--- config.mk ---
export PLATFORM = sky130hd
export DESIGN_NAME = passcode_ctrl_flat
export DESIGN_NICKNAME = d
export VERILOG_FILES = /design/src/rtl/passcode_ctrl_pkg.sv /design/src/rtl/passcode_ctrl_if.sv /design/src/rtl/passcode_ctrl_cyc_timer.sv /design/src/rtl/passcode_ctrl.sv /design/src/flat_wrapper.sv
export SDC_FILE = /design/constraint.sdc
export NUM_CORES = 1
export LEC_CHECK = 0
export CORE_MARGIN = 2
export CORE_UTILIZATION = 55
export DETAILED_ROUTE_END_ITERATION = 8
export HOLD_SLACK_MARGIN = 0.08
export PLACE_DENSITY = 0.78
export SLEW_MARGIN = 20
export SYNTH_ARGS = -nofsm -noshare
export SYNTH_HDL_FRONTEND = slang
export SYNTH_SLANG_ARGS = --single-unit
--- constraint.sdc ---
create_clock -name clk -period 6.3 [get_ports clk]
set_clock_uncertainty 0.2 [all_clocks]
set_input_delay 0.63 -clock clk [delete_from_list [all_inputs] [get_ports clk]]
set_output_delay 0.63 -clock clk [all_outputs]
set_load 0.02 [all_outputs]
--- src/rtl/passcode_ctrl_pkg.sv ---
// Shared types and constants for the passcode controller.
// Holds the FSM state encoding, the keypad codes and a small sizing helper.
package passcode_ctrl_pkg;

    typedef enum logic [2:0] {
        ST_IDLE,
        ST_ENTRY,
        ST_CHECK,
        ST_RESULT,
        ST_LOCK
    } state_t;

    typedef logic [3:0] key_t;

    localparam key_t KEY_CLR = 4'd8;
    localparam key_t KEY_ENT = 4'd9;

    function automatic int max3(input int a, input int b, input int c);
        int m;
        m = (a > b) ? a : b;
        return (m > c) ? m : c;
    endfunction

endpackage

--- src/rtl/passcode_ctrl_if.sv ---
// Keypad event input and status outputs of the passcode controller.
// The slave side is the controller; the master side is the keypad/host.
interface passcode_ctrl_if;
    import passcode_ctrl_pkg::*;

    logic       key_vld;
    key_t       key_val;
    logic [2:0] count;
    logic [2:0] key_num;
    logic       inputing;
    logic       input_finish;
    logic       success;
    logic       alarm;

    modport master (
        output key_vld, key_val,
        input  count, key_num, inputing, input_finish, success, alarm
    );

    modport slave (
        input  key_vld, key_val,
        output count, key_num, inputing, input_finish, success, alarm
    );

endinterface

--- src/rtl/passcode_ctrl_cyc_timer.sv ---
// Loadable down-counter that saturates at zero; done marks the last counted cycle.
// A load of N makes done high during the Nth cycle after the load edge.
module cyc_timer #(
    parameter int CNT_W = 8
) (
    input  logic             clk,
    input  logic             rst,
    input  logic             load,
    input  logic [CNT_W-1:0] load_val,
    output logic             done
);

    localparam logic [CNT_W-1:0] ONE = CNT_W'(1);

    logic [CNT_W-1:0] cnt;

    always_ff @(posedge clk or posedge rst) begin
        if (rst) begin
            cnt <= '0;
        end else if (load) begin
            cnt <= load_val;
        end else if (cnt != '0) begin
            cnt <= cnt - ONE;
        end
    end

    assign done = (cnt == ONE);

endmodule

--- src/rtl/passcode_ctrl.sv ---
// Passcode entry controller: collects 3-bit digits from a keypad, compares them
// with PASSCODE, shows the result and locks out after repeated failures.
module passcode_ctrl
    import passcode_ctrl_pkg::*;
#(
    parameter int                    CODE_LEN    = 4,
    parameter logic [CODE_LEN*3-1:0] PASSCODE    = 12'o1234,
    parameter int                    TIMEOUT_CYC = 250_000_000,
    parameter int                    HOLD_CYC    = 150_000_000,
    parameter int                    MAX_FAIL    = 3,
    parameter int                    LOCK_CYC    = 500_000_000
) (
    input  logic           clk,
    input  logic           rst,
    passcode_ctrl_if.slave pif
);

    localparam int DIG_W  = CODE_LEN * 3;
    localparam int TMR_W  = $clog2(max3(TIMEOUT_CYC, HOLD_CYC, LOCK_CYC) + 1);
    localparam int FAIL_W = $clog2(MAX_FAIL + 1);

    localparam logic [2:0]        LEN      = 3'(CODE_LEN);
    localparam logic [FAIL_W-1:0] FAIL_LIM = FAIL_W'(MAX_FAIL);
    localparam logic [FAIL_W-1:0] FAIL_ONE = FAIL_W'(1);
    localparam logic [TMR_W-1:0]  T_TOUT   = TMR_W'(TIMEOUT_CYC);
    localparam logic [TMR_W-1:0]  T_HOLD   = TMR_W'(HOLD_CYC);
    localparam logic [TMR_W-1:0]  T_LOCK   = TMR_W'(LOCK_CYC);

    state_t            state, state_nxt;
    logic [DIG_W-1:0]  digits, digits_nxt, digit_shift;
    logic [2:0]        count_nxt, key_num_nxt;
    logic              success_nxt;
    logic [FAIL_W-1:0] fail_cnt, fail_nxt;
    logic              tmr_load, tmr_done;
    logic [TMR_W-1:0]  tmr_val;
    logic              is_digit;

    assign is_digit = pif.key_vld && !pif.key_val[3];

    // One timer serves entry timeout, result hold and lockout; only one is live per state.
    cyc_timer #(
        .CNT_W (TMR_W)
    ) u_timer (
        .clk      (clk),
        .rst      (rst),
        .load     (tmr_load),
        .load_val (tmr_val),
        .done     (tmr_done)
    );

    always_ff @(posedge clk or posedge rst) begin
        if (rst) begin
            state <= ST_IDLE;
        end else begin
            state <= state_nxt;
        end
    end

    always_comb begin
        state_nxt   = state;
        digits_nxt  = digits;
        count_nxt   = pif.count;
        key_num_nxt = pif.key_num;
        success_nxt = pif.success;
        fail_nxt    = fail_cnt;
        tmr_load    = 1'b0;
        tmr_val     = T_TOUT;
        digit_shift = digits << 3;
        digit_shift[2:0] = pif.key_val[2:0];

        case (state)
            ST_IDLE: begin
                if (is_digit) begin
                    state_nxt   = ST_ENTRY;
                    digits_nxt  = DIG_W'(pif.key_val[2:0]);
                    count_nxt   = 3'd1;
                    key_num_nxt = pif.key_val[2:0];
                    tmr_load    = 1'b1;
                end
            end
            ST_ENTRY: begin
                // Any key event counts as activity and beats a simultaneous expiry.
                if (pif.key_vld) begin
                    tmr_load = 1'b1;
                    if (is_digit) begin
                        if (pif.count < LEN) begin
                            digits_nxt  = digit_shift;
                            count_nxt   = pif.count + 3'd1;
                            key_num_nxt = pif.key_val[2:0];
                        end
                    end else if (pif.key_val == KEY_CLR) begin
                        digits_nxt = '0;
                        count_nxt  = 3'd0;
                    end else if (pif.key_val == KEY_ENT && pif.count == LEN) begin
                        state_nxt = ST_CHECK;
                    end
                end else if (tmr_done) begin
                    state_nxt  = ST_IDLE;
                    digits_nxt = '0;
                    count_nxt  = 3'd0;
                end
            end
            ST_CHECK: begin
                success_nxt = (digits == PASSCODE);
                if (digits == PASSCODE) begin
                    fail_nxt = '0;
                end else if (fail_cnt < FAIL_LIM) begin
                    fail_nxt = fail_cnt + FAIL_ONE;
                end
                state_nxt = ST_RESULT;
                tmr_load  = 1'b1;
                tmr_val   = T_HOLD;
            end
            ST_RESULT: begin
                if (tmr_done) begin
                    digits_nxt  = '0;
                    count_nxt   = 3'd0;
                    success_nxt = 1'b0;
                    if (fail_cnt >= FAIL_LIM) begin
                        state_nxt = ST_LOCK;
                        tmr_load  = 1'b1;
                        tmr_val   = T_LOCK;
                    end else begin
                        state_nxt = ST_IDLE;
                    end
                end
            end
            ST_LOCK: begin
                if (tmr_done) begin
                    state_nxt = ST_IDLE;
                    fail_nxt  = '0;
                end
            end
            default: begin
                state_nxt = ST_IDLE;
            end
        endcase
    end

    // Status outputs come from the next-state values so they line up with state.
    always_ff @(posedge clk or posedge rst) begin
        if (rst) begin
            digits           <= '0;
            fail_cnt         <= '0;
            pif.count        <= 3'd0;
            pif.key_num      <= 3'd0;
            pif.success      <= 1'b0;
            pif.inputing     <= 1'b0;
            pif.input_finish <= 1'b0;
            pif.alarm        <= 1'b0;
        end else begin
            digits           <= digits_nxt;
            fail_cnt         <= fail_nxt;
            pif.count        <= count_nxt;
            pif.key_num      <= key_num_nxt;
            pif.success      <= success_nxt;
            pif.inputing     <= (state_nxt == ST_ENTRY);
            pif.input_finish <= (state_nxt == ST_RESULT);
            pif.alarm        <= (state_nxt == ST_LOCK);
        end
    end

endmodule

--- src/flat_wrapper.sv ---
// flat-port wrapper written by rule: the top's interface ports become plain ports
module passcode_ctrl_flat import passcode_ctrl_pkg::*;
#(
    parameter int                    CODE_LEN    = 4,
    parameter logic [CODE_LEN*3-1:0] PASSCODE    = 12'o1234,
    parameter int                    TIMEOUT_CYC = 250_000_000,
    parameter int                    HOLD_CYC    = 150_000_000,
    parameter int                    MAX_FAIL    = 3,
    parameter int                    LOCK_CYC    = 500_000_000
)
  (clk, rst, pif_key_vld, pif_key_val, pif_count, pif_key_num, pif_inputing, pif_input_finish, pif_success, pif_alarm);
  passcode_ctrl_if pif_i ();
  input  logic clk;
  input  logic rst;
  input wire logic [$bits(pif_i.key_vld)-1:0] pif_key_vld;
  input wire logic [$bits(pif_i.key_val)-1:0] pif_key_val;
  output wire logic [$bits(pif_i.count)-1:0] pif_count;
  output wire logic [$bits(pif_i.key_num)-1:0] pif_key_num;
  output wire logic [$bits(pif_i.inputing)-1:0] pif_inputing;
  output wire logic [$bits(pif_i.input_finish)-1:0] pif_input_finish;
  output wire logic [$bits(pif_i.success)-1:0] pif_success;
  output wire logic [$bits(pif_i.alarm)-1:0] pif_alarm;
  assign pif_i.key_vld = pif_key_vld;
  assign pif_i.key_val = pif_key_val;
  assign pif_count = pif_i.count;
  assign pif_key_num = pif_i.key_num;
  assign pif_inputing = pif_i.inputing;
  assign pif_input_finish = pif_i.input_finish;
  assign pif_success = pif_i.success;
  assign pif_alarm = pif_i.alarm;
  passcode_ctrl #(.CODE_LEN(CODE_LEN), .PASSCODE(PASSCODE), .TIMEOUT_CYC(TIMEOUT_CYC), .HOLD_CYC(HOLD_CYC), .MAX_FAIL(MAX_FAIL), .LOCK_CYC(LOCK_CYC)) u_core (.clk(clk), .rst(rst), .pif(pif_i));
endmodule
* Word-level counts from Yosys, hierarchy flattened
Cells that the tools add are included.
** Storage, ports and cells
- Register bits :: 56
- Logic and storage cells :: 95
** Operators by class
- Magnitude comparators :: 3
- Reductions and logical operators :: 14
- Add/subtract/negate cells :: 3
- Muxes and demuxes :: 44
- Eq/ne operators :: 21
** Operators by type and width (count)
- 29-bit two-way mux :: 4
- 12-bit two-way mux :: 6
- 29-bit case mux with 2 select lines :: 1
- 3-bit two-way mux :: 18
- 12-bit case mux with 3 select lines :: 1
- 29-bit by 1-bit equality test with 1-bit output, second input constant :: 1
- 29-bit nonzero test :: 1
- 29-bit by 1-bit subtractor with 29-bit output, second input constant :: 1
- 3-bit case mux with 5 select lines :: 1
- 12-bit by 10-bit equality test with 1-bit output, second input constant :: 1
- 2-bit by 1-bit != test with 1-bit output, second input constant :: 5
- 3-bit by 2-bit equality test with 1-bit output, second input constant :: 3
- 3-bit equality test, second input constant :: 3
- 3-bit case mux with 3 select lines :: 1
- 4-bit equality test, second input constant :: 2
- 2-bit nonzero test :: 4
- 3-bit by 1-bit equality test with 1-bit output, second input constant :: 2
- 2-bit two-way mux :: 3
- 3-bit case mux with 2 select lines :: 1
- 1-bit two-way mux :: 5
- 5-bit AND reduction :: 1
- 4-bit by 2-bit != test with 1-bit output, second input constant :: 1
- 4-bit != test, second input constant :: 1
- 1-bit case mux with 4 select lines :: 1
- other kinds (16) :: 17

* Depth between registers and ports, before layout
Gate-level depths: netlist of the first run.
- Word-level depth :: 8
- Depth in mapped cells :: 8
- Depth with buffers taken out :: 7

* By module
From an unflattened synthesis of the first run, not the netlist that was laid out.
** Unflattened totals
- Cell total of the unflattened synthesis :: 318
- Area, all modules :: 3109.2 um2
** By module, submodules not included
- cyc_timer :: area an instance 1776.7 um2, instances 1, cells an instance 196
- passcode_ctrl :: area an instance 1332.5 um2, instances 1, cells an instance 122

* Worst setup path after synthesis of the first run
No wires, ideal clock.
- Path kind :: in2reg
- Start :: input pif_key_val[3]
- End :: register u_core.digits[11]
- Stages :: 7
- Library setup time :: 0.121 ns
- Data required time :: 5.979 ns
- Slack :: 3.989 ns
- Data arrival time :: 1.990 ns
- Cell sequence :: clkbuf_1 nor4b_1 o31ai_1 nor2b_1 a31o_2 buf_6 a22o_1
** On the way
- Cells in the longest elaborated chain, start to end :: 5
** RTL lines
- from (decl) :: RTL line flat_wrapper.sv:16 : input wire logic [$bits(pif_i.key_val)-1:0] pif_key_val;
- 1-bit logical NOT :: RTL line passcode_ctrl.sv:38 : assign is_digit = pif.key_vld && !pif.key_val[3];
- 1-bit logical AND :: RTL line passcode_ctrl.sv:38
- 12-bit two-way mux :: RTL line passcode_ctrl.sv:85 : if (is_digit) begin
- 12-bit two-way mux :: RTL line passcode_ctrl.sv:83 : if (pif.key_vld) begin
- 12-bit case mux with 3 select lines :: RTL line passcode_ctrl.sv:71 : case (state)
- to (signal assigned) :: RTL line passcode_ctrl.sv:152 : digits <= digits_nxt;
- to (decl) :: RTL line passcode_ctrl.sv:30 : logic [DIG_W-1:0] digits, digits_nxt, digit_shift;
Several ways; a longest one is shown, not always the timed one.
A chain may end at the register's enable or synchronous reset.

* Worst setup path after layout of the first run
- Start :: register u_core.u_timer.cnt[24]
- End :: register u_core.u_timer.cnt[26]
** On the way
- Cells in the longest elaborated chain, start to end :: 4
** RTL lines
- from (decl) :: RTL line passcode_ctrl_cyc_timer.sv:15 : logic [CNT_W-1:0] cnt;
- from (signal assigned) :: RTL line passcode_ctrl_cyc_timer.sv:21 : cnt <= load_val;
- from (signal assigned) :: RTL line passcode_ctrl_cyc_timer.sv:23 : cnt <= cnt - ONE;
- branches (longest 4 deep; another with 29-bit by 1-bit subtractor with 29-bit output)
Several ways; the timed one is not identified. The select of a mux whose other input is x is not followed.

==> flow_summary.json, run 1 <==
{
  "syn_area_per_cell_um2": 10.2,
  "synthFlopType": "dfrtp_1",
  "drtAntennaViolNets": 0,
  "finalCritPeriodShare": 0.435,
  "dp_slack_ns": 3.33,
  "pin_count": 17,
  "r2r_slack_ns": 3.56,
  "hold_buffers": 0,
  "clk_latency_ns": 0.30,
  "synth_cell_types": 56,
  "syn_nets": 312,
  "firstDrtPassIters": 4,
  "layout_commonest_cell": "dfrtp_1",
  "coreArea_mm2": 0.00544,
  "fin_nets": 324,
  "fmax_mhz": 365,
  "synth_top_family_by_area": "simple AND/OR/NAND/NOR gates",
  "power_mw": 1.06,
  "min_delay_path_depth": 1,
  "yosysSeqAreaShare": 0.461,
  "vias": 2388,
  "netlist_instances": 299,
  "met3_usage": 0.0437,
  "ir_drop_v": 0.000211,
  "fin_ws_ns": 3.56,
  "clk_pin_slew_worst_paths_ns": 0.09,
  "finalCriticalPeriod_ns": 2.74,
  "hold_class": "register to register",
  "grt_most_used_layer": "met1",
  "maxSlewViolCount": 0,
  "hold_violations": 0,
  "synth_edf_count": 0,
  "yosys_register_bits": 56,
  "final_util": 0.614,
  "drv_cap": 0,
  "wl_per_cell_um": 16.7,
  "layout_common_cells": "dfrtp_1, o21ai_0, clkdlybuf4s50_1",
  "finalSetupTns_ns": 0,
  "antenna_found_initial": 0,
  "n_antenna_cell": 0,
  "slew_headroom": 0.376,
  "grt_pass1_vias": 2362,
  "required_ns": 6.32,
  "grtUsageTotal": 0.234,
  "clockBufferDepth": 2,
  "hpwlAfterDp_um": 4560,
  "cp-end-kind": "register",
  "synth_xor_area_frac": 0.0490,
  "cts_sinks": 56,
  "yosys_warnings": 0,
  "cts_tree": "yes",
  "fp.dieH_um": 78.4,
  "start_util": 0.559,
  "p_leak_nw": 1.32,
  "dieArea_mm2": 0.00614,
  "port_buffers": 16,
  "htree_levels": 2,
  "crit_type": "register to register",
  "cts_resized": 0,
  "gp_congestion": 0.945,
  "cts_buffers": 5,
  "dieWidth_um": 78.4,
  "synth_compound_area_frac": 0.181,
  "reg2regPathDepth": 5,
  "setup_viol": 0,
  "max_slew.worst_pin.slew_ns": 0.928,
  "status": "completed",
  "via_per_inst": 6.22,
  "powerDensity_mw_per_mm2": 319,
  "gr-total-overflow": 0,
  "syn_area_mm2": 0.00304,
  "drt-total-wl_um": 6430,
  "fp-row-count": 27,
  "synthMuxAreaShare": 0.0111,
  "met2_usage": 0.347,
  "synthSimpleGateAreaFrac": 0.237,
  "synthAdderAreaFrac": 0.0247,
  "cts_setup_buffers": 0,
  "initialDrtViolationCount": 242,
  "grt_start_max_net_pins": 57,
  "area_growth_pct": 9.83,
  "met1_usage": 0.358,
  "grt_pass1_wl_um": 11500,
  "crit_fanout": 16,
  "layout-drive-gt1-share": 0.0833,
  "root_buffer": "clkbuf_8",
  "rsz0062_at_grt": "no",
  "drc": 0,
  "start_kind": "register",
  "crit_arrival_ns": 2.76,
  "async_flop_share": 1.00
}
-- final cells by class --
cell class                      count  area (um^2)
Multi-Input combinational cell    220         1530
Timing Repair Buffer               17          168
Sequential cell                    56         1400
Inverter                           11         41.3
Clock buffer                        5         68.8
Fill cell                         473         2100
Clock inverter                      3         42.5
Tap cell                           72         90.1
-- synth_stat cells, types with 3 or more instances --
| cell | instances | area [um^2] |
|---|---|---|
| nand2_1 | 14 | 52.6 |
| o21ai_0 | 18 | 90.1 |
| dfrtp_1 | 56 | 1400 |
| a22o_1 | 14 | 123 |
| clkbuf_1 | 7 | 26.3 |
| ha_1 | 6 | 75.1 |
| buf_6 | 3 | 33.8 |
| nand2b_1 | 3 | 18.8 |
| nor3_1 | 14 | 70.1 |
| o31ai_1 | 4 | 30.0 |
| a31oi_1 | 5 | 31.3 |
| inv_1 | 11 | 41.3 |
| nand3_1 | 13 | 65.1 |
| nor2_1 | 14 | 52.6 |
| nand4b_1 | 3 | 26.3 |
| nor2b_1 | 4 | 25.0 |
| nand4_1 | 5 | 31.3 |
| and4_1 | 3 | 26.3 |
| or3_1 | 8 | 50.1 |
| nor4b_1 | 3 | 26.3 |
| mux2_2 | 3 | 33.8 |
| or4_1 | 7 | 52.6 |
| a21oi_1 | 12 | 60.1 |
| nor4_2 | 3 | 37.5 |
| o22ai_1 | 4 | 25.0 |
| xnor2_1 | 13 | 114 |
| xor2_1 | 4 | 35.0 |
| nor4_1 | 8 | 50.1 |
-- power by group --
part	switching (mW)	total [mW]	internal [mW]	leakage [nW]
combinational	0.186	0.327	0.142	0.568
clock	0.111	0.228	0.118	0.0541
sequential	0.0865	0.509	0.422	0.700
-- metal layers --
metal,vias to the layer above,share of wire
met2,46,0.45
met4,0,0.0048
li1,1162,-
met3,2,0.040
met1,1178,0.50
met5,-,0
-- kinds of logic (layout without fill, tap and decap cells) --
logic type,count (synthesis),after routing
AOI/OAI and AO/OA,78,78
xor gates and xnor gates,17,17
muxes,3,3
buffers and inverters,23,36
and+or+nand+nor,116,116
DFF,56,56
adders and majority gates,6,6
-- worst paths after layout --
path | endpoint | start
worst max register to register | u_core.u_timer.cnt[26]$_DFFE_PP0P_ | u_core.u_timer.cnt[24]$_DFFE_PP0P_
worst max-delay path | u_core.u_timer.cnt[26]$_DFFE_PP0P_ | u_core.u_timer.cnt[24]$_DFFE_PP0P_
worst min register to register | u_core.pif.key_num[1]$_DFFE_PP0P_ | u_core.pif.key_num[1]$_DFFE_PP0P_
max in group asynchronous | u_core.pif.key_num[0]$_DFFE_PP0P_ | rst
min in group asynchronous | u_core.digits[6]$_DFFE_PP0P_ | rst
worst min-delay path | u_core.pif.key_num[1]$_DFFE_PP0P_ | u_core.pif.key_num[1]$_DFFE_PP0P_
-- flip-flops by register name, indices dropped and copies added (netlist names) --
register / flops
u_core.pif.success: 1
u_core.pif.alarm: 1
u_core.pif.inputing: 1
u_core.pif.key_num: 3
u_core.state: 3
u_core.pif.count: 3
u_core.pif.input_finish: 1
u_core.digits: 12
u_core.fail_cnt: 2
u_core.u_timer.cnt: 29
-- critical path, cell delays in order (launching register included) --
cell and delay [ns]:
dfrtp_1 0.47, nor4_1 0.44, and4_1 0.40, nand3_1 0.51, and2_0 0.46, o22ai_1 0.18
-- metrics by stage --
step | hold WS (ns) | cell area (um^2) | std cells
global route | 0.347 | 3340 | 384
CTS | 0.325 | 3340 | 384
global placement | 0.287 | 3230 | 376
detailed placement | 0.302 | 3230 | 376
finish | 0.315 | 3340 | 384
floorplan | 0.265 | 3040 | 299
(Power assumes the default switching activity.)
==> inputs of run 2 (changes only) <==
- clock period: 6.3 -> 2.6 ns (I/O delays scaled with it)
==> run 2 against run 1 <==
Maximum frequency rose by 14%. Non-clock buffer count is 22 higher. Flip-flop and latch count unchanged. Register-to-register slack worse by 3.4 ns. Die area unchanged. Design area up 5.0%. Global-route usage rose by 0.81 points. Setup slack lost 3.4 ns. Critical endpoint is now u_core.u_timer.cnt[23]$_DFFE_PP0P_. Routed wire length increased by 7.4%. Clock power rose by 120%. Cell count increased by 5.7%. Hold slack lost 0.21 ns.
==> flow_summary.json, run 2 (synthesis gave the netlist of run 1 again) <==
{
  "pwr-share-clk": 0.195,
  "drv_cap": 0,
  "worst-path-buf-inv": 1,
  "antenna_found_initial": 0,
  "max_slew.worst_pin.slew_ns": 0.492,
  "finalSetupTns_ns": 0,
  "drc": 0,
  "start_util": 0.559,
  "r2r_slack_ns": 0.19,
  "coreArea_mm2": 0.00544,
  "clk_latency_ns": 0.32,
  "met2_usage": 0.363,
  "fp.dieH_um": 78.4,
  "final_util": 0.645,
  "dp_slack_ns": 0.195,
  "layout_commonest_cell": "dfrtp_1",
  "crit_arrival_ns": 2.47,
  "p_leak_nw": 1.43,
  "grt_pass1_wl_um": 11700,
  "grt_most_used_layer": "met2",
  "fmax_mhz": 416,
  "top_register": "u_core.u_timer.cnt",
  "drtAntennaViolNets": 0,
  "port_buffers": 16,
  "p_sw_frac": 0.380,
  "met3_usage": 0.0414,
  "finalCriticalPeriod_ns": 2.41,
  "cp_top_family": "simple AND/OR/NAND/NOR gates",
  "cts_sinks": 56,
  "root_buffer": "clkbuf_8",
  "rsz0062_at_grt": "no",
  "largest_reg_flops": 29,
  "cp-end-kind": "register",
  "power_mw": 2.60,
  "fin_hold_ws_ns": 0.106,
  "cts_tree": "yes",
  "htree_levels": 2,
  "p_switching_mw": 0.987,
  "setup_viol": 0,
  "n_antenna_cell": 0,
  "met1_usage": 0.353,
  "hold_class": "input port to asynchronous set/reset pin",
  "ir_drop_v": 0.000455,
  "p_int_mw": 1.61,
  "hold_violations": 0,
  "largestRegisters": "u_core.u_timer.cnt (29), u_core.digits (12)",
  "via_per_inst": 6.25,
  "slowest_delay_ns": 0.54,
  "cts_buffers": 5,
  "fp-row-count": 27,
  "firstDrtPassIters": 5,
  "place_area_mm2": 0.00341,
  "crit_fanout": 4,
  "crit_chain": "nor4_2 -> buf_4 -> nand2_1 -> or4_1 -> or4_1 -> nand3_1",
  "finalNonFillerCells": 406,
  "fin_ws_ns": 0.194,
  "grtUsageTotal": 0.242,
  "powerDensity_mw_per_mm2": 741,
  "hpwlAfterDp_um": 5100,
  "clockBufferDepth": 2,
  "pin_count": 17,
  "p_comb_frac": 0.335,
  "required_ns": 2.66,
  "area_growth_pct": 15.3,
  "dieWidth_um": 78.4,
  "start_kind": "register",
  "layout-drive-gt1-share": 0.147,
  "status": "completed",
  "drt-total-wl_um": 6910,
  "finalCritPeriodShare": 0.925,
  "fin_nets": 346,
  "crit_type": "register to register",
  "wl_per_cell_um": 17.0,
  "dieArea_mm2": 0.00614,
  "maxSlewViolCount": 0,
  "grt_start_max_net_pins": 57,
  "slowest_stage": "or4_1",
  "initialDrtViolationCount": 237,
  "grt_pass1_vias": 2406,
  "fin_area_mm2": 0.00351,
  "gr-total-overflow": 0,
  "layout_common_cells": "dfrtp_1, buf_4, o21ai_0",
  "dp.cells": 398,
  "p_seq_frac": 0.470,
  "clk_pin_slew_worst_paths_ns": 0.11,
  "slew_headroom": 0.669,
  "vias": 2537,
  "gp_congestion": 1.00,
  "path_common_cell": "or4_1"
}
-- run 2: cell types whose count changed in the layout (fill, tap and decap cells not counted) --
| cell | previous run | this run |
|---|---|---|
| nor3b_2 | 0 | 1 |
| nor3b_1 | 2 | 1 |
| bufinv_16 | 1 | 0 |
| buf_12 | 0 | 1 |
| buf_4 | 1 | 22 |
| inv_6 | 0 | 2 |
| a2111oi_0 | 1 | 0 |
| clkinv_2 | 1 | 0 |
| a2111oi_1 | 0 | 1 |
-- run 2: final cells by class --
| cell class | count | area (um^2) |
|---|---|---|
| Inverter | 11 | 41.3 |
| Clock inverter | 3 | 25.0 |
| Multi-Input combinational cell | 220 | 1540 |
| Timing Repair Buffer | 39 | 345 |
| Fill cell | 449 | 1930 |
| Clock buffer | 5 | 68.8 |
| Sequential cell | 56 | 1400 |
| Tap cell | 72 | 90.1 |
-- run 2: per-layer routing --
layer  vias to the layer above  routed length (um)
met1                      1232                3230
met4                         0                 136
met3                        13                 370
met5                         -                   0
met2                        88                3160
li1                       1204                   -
-- run 2: power by group through the flow --
stage	Combinational (mW)	Sequential [mW]	Clock, mW
floorplan	0.580	1.22	0
global placement	0.840	1.22	0
detailed placement	0.863	1.23	0
CTS	0.867	1.21	0.513
global route	0.969	1.24	0.547
finish	0.872	1.22	0.506
-- run 2: what timing repair did --
item                                    4_1_cts  5_1_grt
buffers inserted                              0        0
endpoints found under the hold margin         0        0
endpoints found under the setup margin        0        2
gates resized for setup                       0        2
hold buffers                                  0        0
-- run 2: worst reg2reg max path, stage by stage (launching register included) --
cell,delay [ns]
dfrtp_1,0.43
nor4_2,0.41
buf_4,0.20
nand2_1,0.06
or4_1,0.54
or4_1,0.42
nand3_1,0.09
-- run 2: path summary, 6_finish.rpt --
| kind | startpoint | cells after the start | end |
|---|---|---|---|
| setup / recovery | u_core.u_timer.cnt[17]$_DFFE_PP0P_ | 6 | u_core.u_timer.cnt[23]$_DFFE_PP0P_ |
| hold / removal | rst | 3 | u_core.u_timer.cnt[13]$_DFFE_PP0P_ |
| setup reg to reg | u_core.u_timer.cnt[17]$_DFFE_PP0P_ | 6 | u_core.u_timer.cnt[23]$_DFFE_PP0P_ |
| hold reg to reg | u_core.digits[11]$_DFFE_PP0P_ | 1 | u_core.digits[11]$_DFFE_PP0P_ |
| max in group asynchronous | rst | 3 | u_core.state[0]$_DFF_PP0_ |
| min in group clk | u_core.digits[11]$_DFFE_PP0P_ | 1 | u_core.digits[11]$_DFFE_PP0P_ |
